## src/rtl/iic_tx_ack_engine.sv

```systemverilog
// I2C transmit-and-acknowledge engine: shifts a burst of words onto SDA,
// MSB first, timed by the SCL phase strobes, and checks the slave ACK after
// every word. Reports done or nack back to the command sequencer.
// Optional build macro IIC_NACK_RETRY_EN: on a NACK the same word is resent
// from an internal copy up to MAX_RETRY times before nack is reported.
`timescale 1ns/1ps
module iic_tx_ack_engine #(
    parameter int unsigned DATA_W    = 8,
    parameter int unsigned MAX_BYTES = 4,
    parameter int unsigned LEN_W     = 3,
    parameter int unsigned MAX_RETRY = 2
) (
    input  logic              clk,
    input  logic              rst_n,
    input  logic              start,
    input  logic              abort,
    input  logic [LEN_W-1:0]  len,
    input  logic [DATA_W-1:0] tx_data,
    output logic              tx_ready,
    input  logic              scl_lc,
    input  logic              scl_hc,
    input  logic              scl_fe,
    input  logic              sda_in,
    output logic              sda_out,
    output logic              sda_oe,
    output logic              busy,
    output logic              done,
    output logic              nack,
    output logic [LEN_W-1:0]  bytes_sent
);

    localparam int unsigned BCNT_W = (DATA_W > 1) ? $clog2(DATA_W) : 1;
`ifdef IIC_NACK_RETRY_EN
    localparam int unsigned RETRY_W = (MAX_RETRY > 0) ? $clog2(MAX_RETRY + 1) : 1;
`endif

    // Elaboration-time sanity check of the parameter set
    if ((MAX_BYTES == 0) || (LEN_W < $clog2(MAX_BYTES + 1)) || (MAX_RETRY > 255)) begin : g_bad_cfg
        $error("iic_tx_ack_engine: inconsistent parameters");
    end

    typedef enum logic [1:0] {
        ST_IDLE  = 2'd0,
        ST_LOAD  = 2'd1,
        ST_SHIFT = 2'd2,
        ST_ACK   = 2'd3
    } state_e;

    state_e              state_q, state_d;
    logic [DATA_W-1:0]   shreg_q, shreg_d;
    logic [BCNT_W-1:0]   bitcnt_q, bitcnt_d;
    logic                armed_q, armed_d;
    logic                ackbit_q, ackbit_d;
    logic [LEN_W-1:0]    len_q, len_d;
    logic [LEN_W-1:0]    bytes_sent_q, bytes_sent_d;
    logic                sda_out_q, sda_out_d;
    logic                sda_oe_q, sda_oe_d;
    logic                tx_ready_q, tx_ready_d;
    logic                done_q, done_d;
    logic                nack_q, nack_d;
    logic                busy_q, busy_d;
    logic [LEN_W-1:0]    bytes_inc;
`ifdef IIC_NACK_RETRY_EN
    logic [DATA_W-1:0]   copy_q, copy_d;
    logic [RETRY_W-1:0]  retry_q, retry_d;
`endif

    assign bytes_inc = bytes_sent_q + LEN_W'(1);

    // Next-state and output decode; abort overrides every strobe
    always_comb begin
        state_d      = state_q;
        shreg_d      = shreg_q;
        bitcnt_d     = bitcnt_q;
        armed_d      = armed_q;
        ackbit_d     = ackbit_q;
        len_d        = len_q;
        bytes_sent_d = bytes_sent_q;
        sda_out_d    = sda_out_q;
        sda_oe_d     = sda_oe_q;
        tx_ready_d   = 1'b0;
        done_d       = 1'b0;
        nack_d       = 1'b0;
`ifdef IIC_NACK_RETRY_EN
        copy_d       = copy_q;
        retry_d      = retry_q;
`endif
        if (abort) begin
            state_d  = ST_IDLE;
            sda_oe_d = 1'b0;
            armed_d  = 1'b0;
        end else begin
            unique case (state_q)
                ST_IDLE: begin
                    sda_oe_d = 1'b0;
                    if (start) begin
                        bytes_sent_d = '0;
`ifdef IIC_NACK_RETRY_EN
                        retry_d      = '0;
`endif
                        if (len != '0) begin
                            len_d   = len;
                            state_d = ST_LOAD;
                        end else begin
                            done_d  = 1'b1;
                        end
                    end
                end
                ST_LOAD: begin
                    shreg_d    = tx_data;
`ifdef IIC_NACK_RETRY_EN
                    copy_d     = tx_data;
                    retry_d    = '0;
`endif
                    tx_ready_d = 1'b1;
                    bitcnt_d   = BCNT_W'(DATA_W - 1);
                    armed_d    = 1'b0;
                    state_d    = ST_SHIFT;
                end
                ST_SHIFT: begin
                    // fe is only honoured once this bit was driven, so a
                    // burst entering mid-low-phase waits for a full bit
                    if (scl_fe) begin
                        if (armed_q) begin
                            if (bitcnt_q == '0) begin
                                state_d  = ST_ACK;
                                armed_d  = 1'b0;
                                ackbit_d = 1'b1;
                            end else begin
                                shreg_d  = shreg_q << 1;
                                bitcnt_d = bitcnt_q - BCNT_W'(1);
                            end
                        end
                    end else if (scl_lc && !scl_hc) begin
                        sda_out_d = shreg_q[DATA_W-1];
                        sda_oe_d  = 1'b1;
                        armed_d   = 1'b1;
                    end
                end
                ST_ACK: begin
                    if (scl_fe) begin
                        if (armed_q) begin
                            armed_d = 1'b0;
                            if (!ackbit_q) begin
                                bytes_sent_d = bytes_inc;
                                if (bytes_inc == len_q) begin
                                    done_d  = 1'b1;
                                    state_d = ST_IDLE;
                                end else begin
                                    state_d = ST_LOAD;
                                end
                            end else begin
`ifdef IIC_NACK_RETRY_EN
                                if (retry_q < RETRY_W'(MAX_RETRY)) begin
                                    retry_d  = retry_q + RETRY_W'(1);
                                    shreg_d  = copy_q;
                                    bitcnt_d = BCNT_W'(DATA_W - 1);
                                    state_d  = ST_SHIFT;
                                end else begin
                                    nack_d   = 1'b1;
                                    sda_oe_d = 1'b0;
                                    state_d  = ST_IDLE;
                                end
`else
                                nack_d   = 1'b1;
                                sda_oe_d = 1'b0;
                                state_d  = ST_IDLE;
`endif
                            end
                        end
                    end else if (scl_hc) begin
                        if (armed_q) begin
                            ackbit_d = sda_in;
                        end
                    end else if (scl_lc) begin
                        sda_oe_d = 1'b0;
                        armed_d  = 1'b1;
                    end
                end
                default: begin
                    state_d = ST_IDLE;
                end
            endcase
        end
        busy_d = (state_d != ST_IDLE);
    end

    // State and output registers
    always_ff @(posedge clk or negedge rst_n) begin
        if (!rst_n) begin
            state_q      <= ST_IDLE;
            shreg_q      <= '0;
            bitcnt_q     <= '0;
            armed_q      <= 1'b0;
            ackbit_q     <= 1'b0;
            len_q        <= '0;
            bytes_sent_q <= '0;
            sda_out_q    <= 1'b1;
            sda_oe_q     <= 1'b0;
            tx_ready_q   <= 1'b0;
            done_q       <= 1'b0;
            nack_q       <= 1'b0;
            busy_q       <= 1'b0;
`ifdef IIC_NACK_RETRY_EN
            copy_q       <= '0;
            retry_q      <= '0;
`endif
        end else begin
            state_q      <= state_d;
            shreg_q      <= shreg_d;
            bitcnt_q     <= bitcnt_d;
            armed_q      <= armed_d;
            ackbit_q     <= ackbit_d;
            len_q        <= len_d;
            bytes_sent_q <= bytes_sent_d;
            sda_out_q    <= sda_out_d;
            sda_oe_q     <= sda_oe_d;
            tx_ready_q   <= tx_ready_d;
            done_q       <= done_d;
            nack_q       <= nack_d;
            busy_q       <= busy_d;
`ifdef IIC_NACK_RETRY_EN
            copy_q       <= copy_d;
            retry_q      <= retry_d;
`endif
        end
    end

    assign tx_ready   = tx_ready_q;
    assign sda_out    = sda_out_q;
    assign sda_oe     = sda_oe_q;
    assign busy       = busy_q;
    assign done       = done_q;
    assign nack       = nack_q;
    assign bytes_sent = bytes_sent_q;

endmodule

```

## config.mk

```make
export PLATFORM = sky130hd
export DESIGN_NAME = iic_tx_ack_engine
export DESIGN_NICKNAME = d
export VERILOG_FILES = /design/src/rtl/iic_tx_ack_engine.sv
export SDC_FILE = /design/constraint.sdc
export NUM_CORES = 1
export LEC_CHECK = 0
export CAP_MARGIN = 20
export CELL_PAD_IN_SITES_DETAIL_PLACEMENT = 0
export CELL_PAD_IN_SITES_GLOBAL_PLACEMENT = 2
export CORE_ASPECT_RATIO = 1.5
export CORE_MARGIN = 2
export CORE_UTILIZATION = 30
export CTS_CLUSTER_DIAMETER = 200
export DETAILED_ROUTE_END_ITERATION = 8
export PLACE_DENSITY = 0.7
export SLEW_MARGIN = 20
export SYNTH_ARGS = -nofsm -noshare
export SYNTH_HDL_FRONTEND = slang
export SYNTH_SLANG_ARGS = --single-unit
```

## constraint.sdc

```tcl
create_clock -name clk -period 1.9 [get_ports clk]
set_input_delay 0.19 -clock clk [delete_from_list [all_inputs] [get_ports clk]]
set_output_delay 0.19 -clock clk [all_outputs]
set_load 0.005 [all_outputs]
```

* After elaboration in Yosys (flattened, before gate mapping) *
Index checks and enable logic that the tools add are counted.

storage, ports and cells
  flip-flop bits (word level) = 27
  input port bits = 19
  output and inout bits = 9

cells by class
  $add $sub $neg = 2
  equality and inequality tests = 21
  muxes and demuxes = 63
  bitwise operators = 2
  reduce and logical (&&, ||, !) cells = 18

operators by type and width
  kind                                                           number
  1-bit 2-to-1 mux                                               36
  8-bit 2-to-1 mux                                               3
  3-bit 2-to-1 mux                                               7
  2-bit != test, second input constant                           10
  4-bit != test, second input constant                           5
  2-bit 2-to-1 mux                                               9
  8-bit one-hot mux with 2 select lines                          1
  3-bit one-hot mux with 2 select lines                          2
  4-bit AND reduction                                            3
  2-bit one-hot mux with 4 select lines                          1
  8-bit AND reduction                                            1
  2-bit nonzero test                                             4
  4-bit nonzero test                                             2
  7-bit AND reduction                                            1
  3-bit != test, second input constant                           2
  1-bit one-hot mux with 3 select lines                          2
  6-bit AND reduction                                            1
  5-bit AND reduction                                            1
  2-bit == test, second input constant                           2
  1-bit one-hot mux with 2 select lines                          2
  3-bit by 1-bit adder with 3-bit output, second input constant  1
  3-bit == test                                                  1
  3-bit zero test                                                1
  3-bit nonzero test                                             1
  6 further kinds                                                7

* Logic depth before layout (Yosys ltp) *
Gate-level depths: netlist (run 1).

  depth in word-level cells = 9
  depth in mapped cells = 7
  depth with buffers taken out = 6

* Worst setup path after synthesis (run 1) *
OpenSTA, ideal clock, no wires.

  kind = register -> register
  start = register state_q[0]
  end = register bitcnt_q[1]
  library setup time = 125 ps
  arrival time = 1648 ps
  setup slack = 128 ps
  stages on the path, launching flop included = 7
  path buffers = 1
  clock period less this slack = 1772 ps
  cells stage by stage = dfrtp_1 inv_1 ha_1 buf_4 or2b_1 a21oi_4 mux2_2

on the way
  word-level cells in the longest chain between the ends = 3

RTL lines
  item                                                                              RTL line  RTL
  start, declared                                                                   49        state_e state_q, state_d;
  start signal, assigned                                                            209       state_q <= state_d;
  2-bit == test / 2-bit by 1-bit == test with 1-bit output (equally long branches)  93        unique case (state_q)
  2-bit != test (no source line) / 2-bit nonzero test (equally long branches)       -
  5-bit AND reduction (no source line)                                              -
  end signal, assigned                                                              211       bitcnt_q <= bitcnt_d;
  end, declared                                                                     51        logic [BCNT_W-1:0] bitcnt_q, bitcnt_d;

Several ways; a longest one is shown, not always the timed one.
A chain may end at the register's enable or synchronous reset.

* Worst setup path in the final report (run 1) *
  start = register state_q[1]
  end = register shreg_q[3]

on the way
  word-level cells in the longest chain between the ends = 3

RTL lines
  item                                                                              RTL line  RTL
  2-bit == test / 2-bit by 1-bit == test with 1-bit output (equally long branches)  93
  2-bit != test (no source line) / 2-bit nonzero test (equally long branches)       -
  5-bit AND reduction (no source line)                                              -
  end signal, assigned                                                              210       shreg_q <= shreg_d;
  end, declared                                                                     50        logic [DATA_W-1:0] shreg_q, shreg_d;

Several ways; a longest one is shown, not always the timed one.

==> results of run 1 <==
==> sequential cells by signal (all words and copies together), names as in the netlist, 2 cells and up <==
register,flops
state_q,2
bytes_sent,3
shreg_q,8
len_q,3
bitcnt_q,3
==> cells in the mapped netlist, drive strengths merged (4+ instances only) <==
cell    count  area [um2]
nand3       4        32.5
mux2       22         248
inv        10        37.5
nor3        6        30.0
dfrtp      26         651
nand2       5        18.8
o21ai       5        25.0
ha          7        87.6
a21oi       7        46.3
clkbuf      4        36.3
nor2        4        15.0
==> stage by stage <==
stage                     instances  util (%)  hold WS [ns]  cell area [um2]
final                           245      39.4         0.281             2020
after global routing            245      39.4         0.312             2020
after CTS                       245      39.4         0.290             2020
after detailed placement        241      38.5         0.491             1970
after global placement          241      38.5         0.486             1970
after floorplan                 140         -        -0.106             1580
==> worst max path at each step <==
stage	start	to
floorplan	state_q[0]	bitcnt_q[1]
global placement	scl_fe	shreg_q[7]
detailed placement	scl_fe	shreg_q[7]
CTS	state_q[1]	shreg_q[7]
global route	bitcnt_q[0]	shreg_q[6]
finish	state_q[1]	shreg_q[3]
==> power by group through the flow <==
stage	logic (W)	registers (W)	clock network, W
2_1_floorplan	0.000256	0.000757	0
3_3_place_gp	0.000389	0.000771	0
3_5_place_dp	0.000396	0.000775	0
4_1_cts	0.000398	0.000762	0.000355
5_1_grt	0.000436	0.000779	0.000377
6_report	0.000390	0.000762	0.000334
==> worst max-delay path, stage by stage (launching register included) <==
cell     delay, ns
dfrtp_1       0.43
ha_1          0.27
or2b_1        0.29
a21oi_4       0.32
mux2_2        0.38
==> cells by family (layout without fill, tap and decap cells) <==
family	Yosys count	after routing	synth area share, %
compound gates	28	28	12.7
xor+xnor	3	3	2.61
buf+inv	17	54	6.18
flops	27	27	42.8
mux	23	23	16.3
simple gates	35	35	13.9
fa+ha+maj	7	7	5.54
==> metal layers <==
metal	vias to the layer above	GRT usage (%)	part of all wire, %
met2	31	25.4	54
li1	572	-	-
met1	585	12.8	38
met3	11	2.19	4.0
met4	0	6.70	3.7
met5	-	0	0
==> layout make-up <==
class	count	share of cell area, %
clock buffer	3	2.04
clock inverter	1	0.248
inverter	10	1.86
multi-input combinational	96	39.9
sequential	27	33.5
tap	68	4.21
timing repair buffer	40	18.2
==> results, run 1 <==
- The first detailed-routing pass ran for 4 iterations.
- The Yosys step of the flow raised 0 warnings.
- STA classifies the critical path endpoint as a register.
- After layout, the design draws a total of ~0.0015 W.
- From synthesis to final layout, the design area changed by 27.8%.
- The count of cells resized by post-cts repair is 0.
- In this run switching power makes up a little over a quarter of total power.
- The final critical-path required period is roughly 1.8 ns.
- The first global-routing pass estimated approximately 6.0 mm of wire.
- The library cells used most frequently in the layout, excluding fill and tap cells, are clkdlybuf4s50_1 (27), dfrtp_1 (26), mux2_2 (22), buf_4 (13), inv_1 (10).
- The floorplan step defined a die boundary enclosing 0.00588 mm2.
- Summing all flip-flop and latch instances after layout gives just under 700 um2.
- The worst hold path belongs to the class primary input to async pin.
- Summed over all failing endpoints, the final setup total negative slack is 0 ns.
- The count of flip-flops with a built-in enable after synthesis is 0.
- The maximum frequency from static timing analysis is about 560 MHz.
- The worst path uses between 90% and 100% of the clock period.
- The run finished with clean final reports.
- The multi-input combinational cells in the finished layout cover a total of ~800 um2.
- The standard cell core area is between 0.005 and 0.006 mm2.
- At the end of the flow, the number of nets in the layout was a little over 200.
- The buffer count from post-CTS setup fixing is 0.
- The most used flip-flop cell after synthesis is dfrtp_1.
- Wires add up to between 3 and 4 mm.
- The placer congestion estimate is about 0.83.
- The maximum vdd ir drop is between 200 and 300 uV.
- The antenna diode count is 0.
- The largest fanout on the critical path is 10.
- The total DRC errors in the routed layout is 0.
- The tightest slew margin relative to the limit is about three quarters.
- The worst-case clock buffer depth is 2.
- The endpoint of the worst register-to-register path is shreg_q[3].
- The total global routing track utilization is between 10% and 20%.
- The initial core utilization is between 30% and 40%.
- The maximum number of pins on one net before global-route repair is 28.
- The most common library cell in the layout ignoring fill and taps is clkdlybuf4s50_1.
- The worst-skew pair later-pin latency is 0.27 ns.
- The async set-or-reset flop fraction in the synthesized netlist is 100%.
- Counting the fill cells in the layout gives around 570.
- The post-detailed-route wirelength per cell is approximately 14 um.
- The TritonCTS sink count is 27.
- For this block, the via count after detailed routing is 1199.
- The worst-case setup margin in the final layout is around 0.099 ns.
- Measured along the x axis, the die boundary spans between 60 and 70 um.
- The final hold violation count came to 0.
- After global routing the overflow that remains totals 0.
- The net count after synthesis is about 170.
- Counting cells, the worst reg-to-reg path comes to 4.
- The setup skew after layout is 0.00539 ns.
- CTS built an H-tree with a depth of 1.
- The number of slew-limit violations in the final report came to 0.
- The synthesized design contains 27 register bits.
- STA classifies the critical path startpoint as a register.
- The remaining number of nets flagged by the antenna check after routing is 0.
- The internal cell power is roughly 0.0011 W.
- Setup repair after global routing left no endpoint under its margin.
- The worst register-to-register path begins at state_q[1].
- The total net switching power is roughly 0.00040 W.
- Synthesis produced 140 cells.
- Clock tree synthesis inserted a total of 3 buffers.
- During I/O placement, the number of pins put on the boundary was 28.
- For this design the static power due to leakage is 0.834 nW.
- The classification of the worst setup path is register to register.
- After detailed routing, the number of vias per cell comes to approximately 4.9.
- The total of max-cap violations is 0.
- The estimated wirelength of the detail-placed design is ~2.7 mm.
- The die boundary height is just over 90 um.
- The clock network is responsible for 22.5% of the overall power.
- The share of synthesized area occupied by flip-flops and latches is 42.8%.
- The number of global-route vias before repair was about 1300.
- Setup slack on the worst reg-to-reg path comes out at approximately 0.1 ns.
- The pin slew with the least headroom to its limit is 0.365 ns.
- The number of DRC violations after detailed-routing iteration 0 is 24.
- The initial antenna violation count was 0.
- The hold buffer count at CTS is 0.
- The ratio of total power to cell area is 736 mW/mm2.
- Of the cells placed in the final design, the portion with a size suffix greater than 1 is about 25%.
- The TritonCTS clock tree is built.
- After synthesis the cells add up to approximately 0.0016 mm2.
- The number of standard-cell rows in the floorplan is 32.
- The root buffer cell chosen for the clock tree is clkbuf_8.
- During placement, the flow inserted port buffers numbering 27.
- The data required time at the worst endpoint is 2.07 ns.
- The power share of the sequential group is between 50% and 60%.
- Counting distinct cell types in the post-synthesis netlist gives 46.
- The pre-CTS setup slack is approximately 0.073 ns.
- Clock-pin slew was measured on the worst setup and hold paths at ~0.10 ns.
- The final-report setup violation count is 0.
- The average size of a mapped cell is about 11 um2.
- Combinational logic burns 26.3% of the power.
- Data arrives at the worst endpoint at 1.97 ns.
(Power assumes the default switching activity.)
==> run 2: changes to the inputs <==
- CTS_CLUSTER_SIZE: unset -> 8
==> results of run 2 <==
No change in the layout: final DEF, timing and power equal those of run 1.
